### config.mk
export PLATFORM = sky130hd
export DESIGN_NAME = mem_access_ctrl
export DESIGN_NICKNAME = d
export VERILOG_FILES = /design/src/rtl/mem_access_ctrl.sv
export SDC_FILE = /design/constraint.sdc
export NUM_CORES = 1
export LEC_CHECK = 0
export CORE_MARGIN = 2
export CORE_UTILIZATION = 40
export DETAILED_ROUTE_END_ITERATION = 12
export GPL_ROUTABILITY_DRIVEN = 0
export GPL_TIMING_DRIVEN = 0
export PLACE_DENSITY = 0.77
export SLEW_MARGIN = 20
export SYNTH_ARGS = -nofsm -noshare
export SYNTH_HDL_FRONTEND = slang
export SYNTH_SLANG_ARGS = --single-unit
### constraint.sdc
create_clock -name clk -period 2.2 [get_ports clk]
set_input_delay 0.33 -clock clk [delete_from_list [all_inputs] [get_ports clk]]
set_output_delay 0.33 -clock clk [all_outputs]
set_load 0.01 [all_outputs]
### src/rtl/mem_access_ctrl.sv
// ---------------------------------------------------------------------------
// mem_access_ctrl
//
// Purpose:
//   Sequences one SPARC load/store between the datapath and an asynchronous
//   RAM that uses an MFA/MFC handshake. A request is accepted in IDLE. Its
//   opcode, address and store data are then held on the RAM side while MFA
//   is high. Load results are sign- or zero-extended into rdata. A RAM that
//   never answers is abandoned after TIMEOUT cycles, and the transfer
//   completes with err set.
//
// Parameters:
//   TIMEOUT       cycles MFA may stay high without MFC before the transfer
//                 is aborted (default 16)
//
// Ports:
//   clk           system clock, rising edge
//   reset         synchronous, active-high reset
//   start         one-cycle request strobe, only looked at in IDLE
//   op            SPARC load/store opcode of the request
//   addr          byte address of the request
//   wdata         store data of the request
//   rdata         extended load result, held until the next load completes
//   busy          transfer in progress (REQ or RELEASE)
//   done          one-cycle completion pulse
//   err           completion was an abort; cleared by the next accepted start
//   MFA           memory function active, to the RAM
//   mem_opcode    opcode to the RAM
//   mem_address   address to the RAM
//   mem_data_in   store data to the RAM
//   mem_data_out  read data from the RAM, valid while MFA and MFC are high
//   MFC           memory function complete, from the RAM (may be
//                 combinational on MFA)
//
// Configuration:
//   MEM_ALIGN_CHECK_EN  when defined, misaligned halfword/word requests are
//                       rejected without ever raising MFA.
// ---------------------------------------------------------------------------
module mem_access_ctrl #(
  parameter int TIMEOUT = 16
) (
  input  logic        clk,
  input  logic        reset,
  input  logic        start,
  input  logic [5:0]  op,
  input  logic [7:0]  addr,
  input  logic [31:0] wdata,
  output logic [31:0] rdata,
  output logic        busy,
  output logic        done,
  output logic        err,
  output logic        MFA,
  output logic [5:0]  mem_opcode,
  output logic [7:0]  mem_address,
  output logic [31:0] mem_data_in,
  input  logic [31:0] mem_data_out,
  input  logic        MFC
);

  localparam logic [5:0] OP_LDSB = 6'b001001;
  localparam logic [5:0] OP_LDSH = 6'b001010;
  localparam logic [5:0] OP_LD   = 6'b001000;
  localparam logic [5:0] OP_LDUB = 6'b000001;
  localparam logic [5:0] OP_LDUH = 6'b000010;
  localparam logic [5:0] OP_STB  = 6'b000101;
  localparam logic [5:0] OP_STH  = 6'b000110;
  localparam logic [5:0] OP_ST   = 6'b000100;

  // The counter only ever has to reach TIMEOUT-1.
  localparam int CW = (TIMEOUT > 1) ? $clog2(TIMEOUT) : 1;
  localparam logic [CW-1:0] CNT_LAST = CW'(TIMEOUT - 1);

  typedef enum logic [1:0] {
    IDLE,
    REQ,
    RELEASE,
    FIN
  } state_t;

  state_t        state;
  state_t        state_nxt;
  logic [CW-1:0] cnt;
  logic          accept;
  logic          reject;
  logic          capture;
  logic          abort;
  logic          cnt_inc;
  logic          op_rejected;
  logic [31:0]   load_data;

  function automatic logic is_load(input logic [5:0] o);
    case (o)
      OP_LDSB, OP_LDSH, OP_LD, OP_LDUB, OP_LDUH: return 1'b1;
      default:                                   return 1'b0;
    endcase
  endfunction

  function automatic logic is_store(input logic [5:0] o);
    case (o)
      OP_STB, OP_STH, OP_ST: return 1'b1;
      default:               return 1'b0;
    endcase
  endfunction

`ifdef MEM_ALIGN_CHECK_EN
  function automatic logic misaligned(input logic [5:0] o, input logic [7:0] a);
    case (o)
      OP_LDSH, OP_LDUH, OP_STH: return a[0];
      OP_LD, OP_ST:             return a[1:0] != 2'b00;
      default:                  return 1'b0;
    endcase
  endfunction
`endif

  // A request that would never reach the RAM: unsupported opcode (ldd/std
  // included) and, with the alignment check built in, a misaligned access.
  always_comb begin
`ifdef MEM_ALIGN_CHECK_EN
    op_rejected = !(is_load(op) || is_store(op)) || misaligned(op, addr);
`else
    op_rejected = !(is_load(op) || is_store(op));
`endif
  end

  // Extension works from the latched opcode. The incoming op may already
  // be a new, ignored request by the time MFC arrives.
  always_comb begin
    load_data = mem_data_out;
    case (mem_opcode)
      OP_LDSB: load_data = {{24{mem_data_out[7]}}, mem_data_out[7:0]};
      OP_LDUB: load_data = {24'h000000, mem_data_out[7:0]};
      OP_LDSH: load_data = {{16{mem_data_out[15]}}, mem_data_out[15:0]};
      OP_LDUH: load_data = {16'h0000, mem_data_out[15:0]};
      default: load_data = mem_data_out;
    endcase
  end

  // Next-state and control strobes. MFA, busy and done decode straight from
  // the state register. They are therefore glitch-free, and all three drop
  // on the edge that applies reset. MFC is checked before the timeout, so an
  // answer arriving on the last allowed cycle still completes normally.
  always_comb begin
    state_nxt = state;
    accept    = 1'b0;
    reject    = 1'b0;
    capture   = 1'b0;
    abort     = 1'b0;
    cnt_inc   = 1'b0;
    MFA       = 1'b0;
    busy      = 1'b0;
    done      = 1'b0;
    case (state)
      IDLE: begin
        if (start) begin
          if (op_rejected) begin
            reject    = 1'b1;
            state_nxt = FIN;
          end else begin
            accept    = 1'b1;
            state_nxt = REQ;
          end
        end
      end
      REQ: begin
        MFA  = 1'b1;
        busy = 1'b1;
        if (MFC) begin
          capture   = is_load(mem_opcode);
          state_nxt = RELEASE;
        end else if (cnt == CNT_LAST) begin
          abort     = 1'b1;
          state_nxt = RELEASE;
        end else begin
          cnt_inc = 1'b1;
        end
      end
      RELEASE: begin
        busy = 1'b1;
        if (!MFC) begin
          state_nxt = FIN;
        end
      end
      FIN: begin
        done      = 1'b1;
        state_nxt = IDLE;
      end
      default: begin
        state_nxt = IDLE;
      end
    endcase
  end

  // State register and datapath. The RAM-side request registers load only
  // when a start is taken in IDLE. They therefore stay stable for the whole
  // handshake, even though start may be pulsed again while busy.
  always_ff @(posedge clk) begin
    if (reset) begin
      state       <= IDLE;
      cnt         <= '0;
      err         <= 1'b0;
      rdata       <= 32'h0;
      mem_opcode  <= 6'h0;
      mem_address <= 8'h0;
      mem_data_in <= 32'h0;
    end else begin
      state <= state_nxt;
      if (accept || reject) begin
        mem_opcode  <= op;
        mem_address <= addr;
        mem_data_in <= wdata;
        cnt         <= '0;
        err         <= reject;
      end
      if (cnt_inc) begin
        cnt <= cnt + CW'(1);
      end
      if (abort) begin
        err <= 1'b1;
      end
      if (capture) begin
        rdata <= load_data;
      end
    end
  end

endmodule

==> results.md <==
Drt:
- For this block, the initial DRC count from the detailed router was between 80 and 90.
- The total via count in the routed design is 3,258.
- The highest layer touched by signal routing is met4.
- Wire segments on met2 add up to roughly 4400 microns in the final route.
- For this run, design rule violations remaining after detail routing come to 0.
- For this run, the detailed router's first-pass iteration total came to 4.
- For this block, wires on met1 add up to roughly 3700 microns.
- The final routed wirelength across all metal layers is slightly above 9000 microns.
- In the routed layout, each cell is associated on average with a via count of just under 5.
- The length of routed met3 wiring is 1100 microns.
- The number of antenna-violating nets in the routed design is 0.
- The average wire length per cell after detail routing is between 10 and 15 microns.

Logic synthesis:
- The count of mapped cells out of synthesis is just under 400.
- Of the synthesized area, sequential elements account for between 50% and 60%.
- The share of synthesized area in the top cell type comes to between 50 and 60%.
- When the netlist entered floorplanning its net count stood at 481.
- The largest total area in the synthesized netlist belongs to dfxtp_1.
- The most used flip-flop cell after synthesis is dfxtp_1.
- The number of enable-type register cells in the synthesized netlist is 0.
- Sorting the synthesized cells by area gives the leading types as dfxtp_1 (52%), nand2_1 (14%), a21oi_1 (7.7%).
- The distinct cell type count after synthesis is 33.
- After synthesis the netlist holds a flip-flop and latch count of 85.
- Dividing the synthesized area by the synthesized cell count gives between 8 and 9 sq um.
- The warning count from the yosys run is 0.
- The mapped netlist covers 3260 sq um.
- In the synthesized netlist the async set-or-reset flop fraction comes to 0%.

GRT:
- Summed over all layers, the global routing overflow is 0.
- The initial antenna violation count came to 0.
- The first global-routing pass estimated 14,400 microns of wire.
- The number of global-route vias before repair is 3,089.
- Global routing used approximately 21% of the available tracks across all layers.
- The largest net degree at the start of global routing is 15.

Timing:
- The worst path uses around nine tenths of the clock period.
- The headroom to the max-slew limit is between 50% and 60%.
- The achievable clock frequency is 507 MHz.
- The final period demand of the worst path is between 1.5 and 2 ns.
- The final number of hold-violating endpoints was 0.
- The worst-case hold slack is roughly 0.43 ns.
- The worst-case clock skew is 0.0104 ns.
- The final max-slew violation count is 0.
- The summed negative setup slack over all endpoints is 0 ns.
- Setup repair after global routing left no endpoint under its margin.
- The slew at the pin closest to its max-slew limit is 0.613 ns.
- Setup violations remaining at the end of the flow were counted as 0.

Critical path:
- The worst path buffer plus inverter count is 2.
- On the critical path, the stage with the largest delay is an instance of clkdlybuf4s50_1.
- The critical path data arrival time is 1.64 ns.
- The total stage count of the critical path is 3.
- The most critical setup path has its endpoint at busy.
- The worst setup path is captured at a primary output.
- The critical path goes through inv_1 > ha_1 > clkdlybuf4s50_1.
- In this run the critical register-to-register path is captured at mem_address[2].
- The required time of the critical path is 1.87 ns.
- The start of the worst register-to-register path is state[0].
- The critical path start-end classification is register to primary output.
- The maximum fanout count along the critical path is 4.
- The category of cells accounting for the largest share of critical-path delay is buffers and inverters.
- The delay of the slowest cell on the worst path is about 0.53 ns.
- STA classifies the critical path startpoint as a register.
- Tracing the worst setup path back leads to its startpoint at state[0].
- The cell count of the worst reg-to-reg path is 7.
- The minimum setup slack among reg-to-reg paths is between 0.3 and 0.4 ns.

Clock tree:
- TritonCTS built the clock tree.
- The clock sink total is 85.
- The count of buffers added by post-CTS timing repair for setup is 0.
- Hold repair after CTS inserted 0 buffers.
- The clock latency at the later pin of the worst-skew pair is approximately 0.34 ns.
- The H-tree generated during clock tree synthesis spans 3 levels.
- Gates resized during post-CTS repair numbered 0.
- No sink is reached through more buffers than the 2 on the longest clock path.
- Counting the buffers created by CTS gives 9.
- The CTS root buffer is clkbuf_8.
- The clock input transition at the sequential cells of the worst setup and hold paths is roughly 0.080 ns.

Cells and area:
- Relative to the synthesized area, the layout overhead comes to 59.8%.
- The layout net count is between 600 and 700.
- The final instance area is 5210 sq um.
- The count of inserted antenna diode cells is 0.
- Leaving out fill and tap cells, the most frequent cell in the layout is clkdlybuf4s50_1.
- The share of final-layout standard cells stronger than drive strength 1 is approximately 5.1%.
- In the layout the commonest cells are clkdlybuf4s50_1 (162), nand2_1 (124), dfxtp_1 (85), a21oi_1 (50), nor2_1 (33).

Power:
- The part of the total power dissipated in the clock network is 24.0%.
- The switching share of total power is approximately 32%.
- The share of power burned in registers is roughly two fifths.
- In this run the static leakage power is 1.89 nW.
- The fraction of power consumed by combinational cells is about a third.
- The overall power after layout is about 4.6 mW.
- The maximum ir drop on the vdd rail is approximately 0.53 mV.
- The total power divided by cell area is between 800 and 900 nW/um^2.
- The analysis attributes to net switching a power of about 1.5 mW.
- Internal power comes to ~3.1 mW.

Placement:
- The placed wire-length estimate is roughly 7300 microns.
- Input and output buffers added on the ports amount to roughly 160.
- Summing all placed instances gives a cell area of 5010 sq um.

Floorplan:
- The die extent in y is 94.3 microns.
- In this run the horizontal extent of the chip is between 90 and 100 microns.
- In this run the count of I/O pins placed on the die edge is ~160.
- The die covers between 8000 and 9000 sq um.
- The initial core utilization is between 40% and 50%.
- The row count is 32.
- After floorplanning, the core was sized to cover a little under 8000 sq um.

Hold path:
- The start point of the worst min-delay path is reset.
- The min-delay analysis places its worst path in the category input port to register.

Flow run:
- Across the run, the number of max-cap violations was 0.

Run status:
- The run finished with clean final reports.
## flip-flops by register name, indices dropped and copies added, names as in the netlist
| register | flops |
|---|---|
| rdata | 32 |
| mem_address | 8 |
| cnt | 4 |
| mem_data_in | 32 |
| state | 2 |
| mem_opcode | 6 |
| err | 1 |
## worst min path at each step
| stage | endpoint | slack (ns) | depth (start not counted) |
|---|---|---|---|
| 2_1_floorplan | cnt[1] | 0.47 | 2 |
| 3_3_place_gp | mem_data_in[24] | 0.44 | 2 |
| 3_5_place_dp | mem_data_in[7] | 0.45 | 2 |
| 4_1_cts | rdata[22] | 0.42 | 2 |
| 5_1_grt | mem_data_in[13] | 0.44 | 2 |
| 6_report | rdata[13] | 0.43 | 2 |
## area by class of cell
cell class | instances | area [sq um]
Clock buffer | 11 | 141
Timing Repair Buffer | 162 | 1620
Tap cell | 102 | 128
Sequential cell | 85 | 1700
Multi-Input combinational cell | 281 | 1420
Inverter | 2 | 7.51
Buffer | 26 | 131
Fill cell | 669 | 2600
Clock inverter | 5 | 58.8
## power groups by stage
stage	Clock, mW	Combinational (mW)	Sequential [mW]
6_report	1.11	1.61	1.90
5_1_grt	1.20	1.78	1.93
4_1_cts	1.13	1.63	1.90
3_5_place_dp	0	1.63	1.94
3_3_place_gp	0	1.60	1.92
2_1_floorplan	0	0.732	2.02
## logic make-up (layout without fill, tap and decap cells)
group	count (synthesis)	count (layout)	synth area share, %
flip-flops	85	85	52.2
XOR/XNOR	1	1	0.269
adder cells (fa/ha/maj)	5	5	1.92
buffers and inverters	28	206	4.26
AO/OA/AOI/OAI	85	85	15.9
multiplexers	8	8	2.46
AND/OR/NAND/NOR	182	182	23.0
## routing by layer
layer / vias to the layer above / GRT usage (%)
li1: 1661 / -
met1: 1464 / 23.5
met2: 123 / 34.5
met3: 10 / 9.63
met4: 0 / 7.00
met5: - / 0
## cells in the mapped netlist (2+ instances only)
cell and count:
nor2b_1 3, nor3_1 3, ha_1 5, inv_1 2, buf_6 3, a211oi_1 24, buf_2 6, nand2_1 124
nor2_1 33, nand2b_1 3, nand3_1 7, mux2i_1 8, a31oi_1 3, a21oi_1 50, buf_1 2, clkbuf_1 14
and2_1 3, o21ai_0 2, dfxtp_1 85
## stage by stage
stage / utilization, % / cells / setup WS (ns)
2_1_floorplan: - / 394 / 0.565
3_3_place_gp: 64.2 / 658 / 0.154
3_5_place_dp: 64.2 / 658 / 0.150
4_1_cts: 66.7 / 674 / 0.200
5_1_grt: 66.7 / 674 / 0.137
6_report: 66.7 / 674 / 0.226
Note: power is estimated with default switching activity, not from simulation.
==> RTL change (same flow settings) <==
The option `MEM_ALIGN_CHECK_EN` is turned on by a define.
--- a/src/rtl/mem_access_ctrl.sv
+++ b/src/rtl/mem_access_ctrl.sv
@@ -36,6 +36,8 @@
 //   MEM_ALIGN_CHECK_EN  when defined, misaligned halfword/word requests are
 //                       rejected without ever raising MFA.
 // ---------------------------------------------------------------------------
+`define MEM_ALIGN_CHECK_EN
+
 module mem_access_ctrl #(
   parameter int TIMEOUT = 16
 ) (
Behaviour: not the same (Yosys sat finds a counterexample within 4 cycles, from zero or initial values and one cycle with reset high).
==> RTL change against the original RTL <==
Sequential cell count unchanged; wire length decreased by 0.50%; via count increased by 1.3%; area after synthesis increased by 2.1%; worst setup slack got worse by 29 ps; sequential share of layout area decreased by 0.49 points; maximum frequency decreased by 1.5%; utilization decreased by 1.7 points; sequential power about the same; cell area increased by 1.5%; cell count increased by 1.8%; total power increased by 0.33%; first-iteration DRC count increased by 20%; largest cell class unchanged; highest routed layer unchanged.
==> RTL change: results <==
run_status:
  status: "finished, final reports clean"
sta:
  fmax_mhz: 499
  max-slew-margin-rel: 0.578
  clock_skew_ps: 9.25
drt:
  initialDrtViolationCount: 106
  dr_wl_met3_um: 921
  vias: 3299
synth:
  synthAdderAreaFrac: 0.0188
  yosys-top-cells-count: "124 x nand2_1, 85 x dfxtp_1, 54 x a21oi_1, 38 x nor2_1, 25 x a211oi_1"
  seq_area_frac_synth: 0.511
  synth_compound_area_frac: 0.178
  postSynthAreaPerCell_um2: 8.29
  synthDistinctLibCells: 36
critical_path:
  slowest_stage: "clkbuf_1"
  max_stage_delay_ps: 420
  cp_max_fo: 10
  cp.arrival_ps: 2270
grt:
  grt_use_total: 0.201
  grt_pass1_vias: 3035
  grt_pass1_wl_um: 14300
placed_design:
  dp_slack_ps: 127
  port_buffers: 163
  dp_hpwl_um: 7130
finish:
  nNonClkBuffers: 189
  multiInputCombCellCount: 286
  nNetsFinal: 663
  multi_input_area_share: 0.278
power:
  pg_comb_mw: 1.65
  p_int_mw: 3.11
[RTL change: cell count changes after synthesis, sizes merged, moves of 2 or more]
cell,change
nand2b,-2
inv,+3
a31oi,-2
a21oi,+4
nor2,+5
[RTL change: metal layers]
layer | global-route usage | vias up
met3 | 0.0672 | 8
met1 | 0.242 | 1489
li1 | - | 1690
met2 | 0.335 | 112
met5 | 0 | -
met4 | 0.0737 | 0
[RTL change: path summary, 6_finish.rpt]
path,start,end,depth (start not counted)
worst min register to register,mem_data_in[22]$_SDFFE_PP0P_,mem_data_in[22]$_SDFFE_PP0P_,2
worst max register to register,state[0]$_SDFFE_PP0P_,mem_address[2]$_SDFFE_PP0P_,7
worst max-delay path,state[0]$_SDFFE_PP0P_,mem_address[2]$_SDFFE_PP0P_,7
worst min-delay path,mem_data_in[22]$_SDFFE_PP0P_,mem_data_in[22]$_SDFFE_PP0P_,2
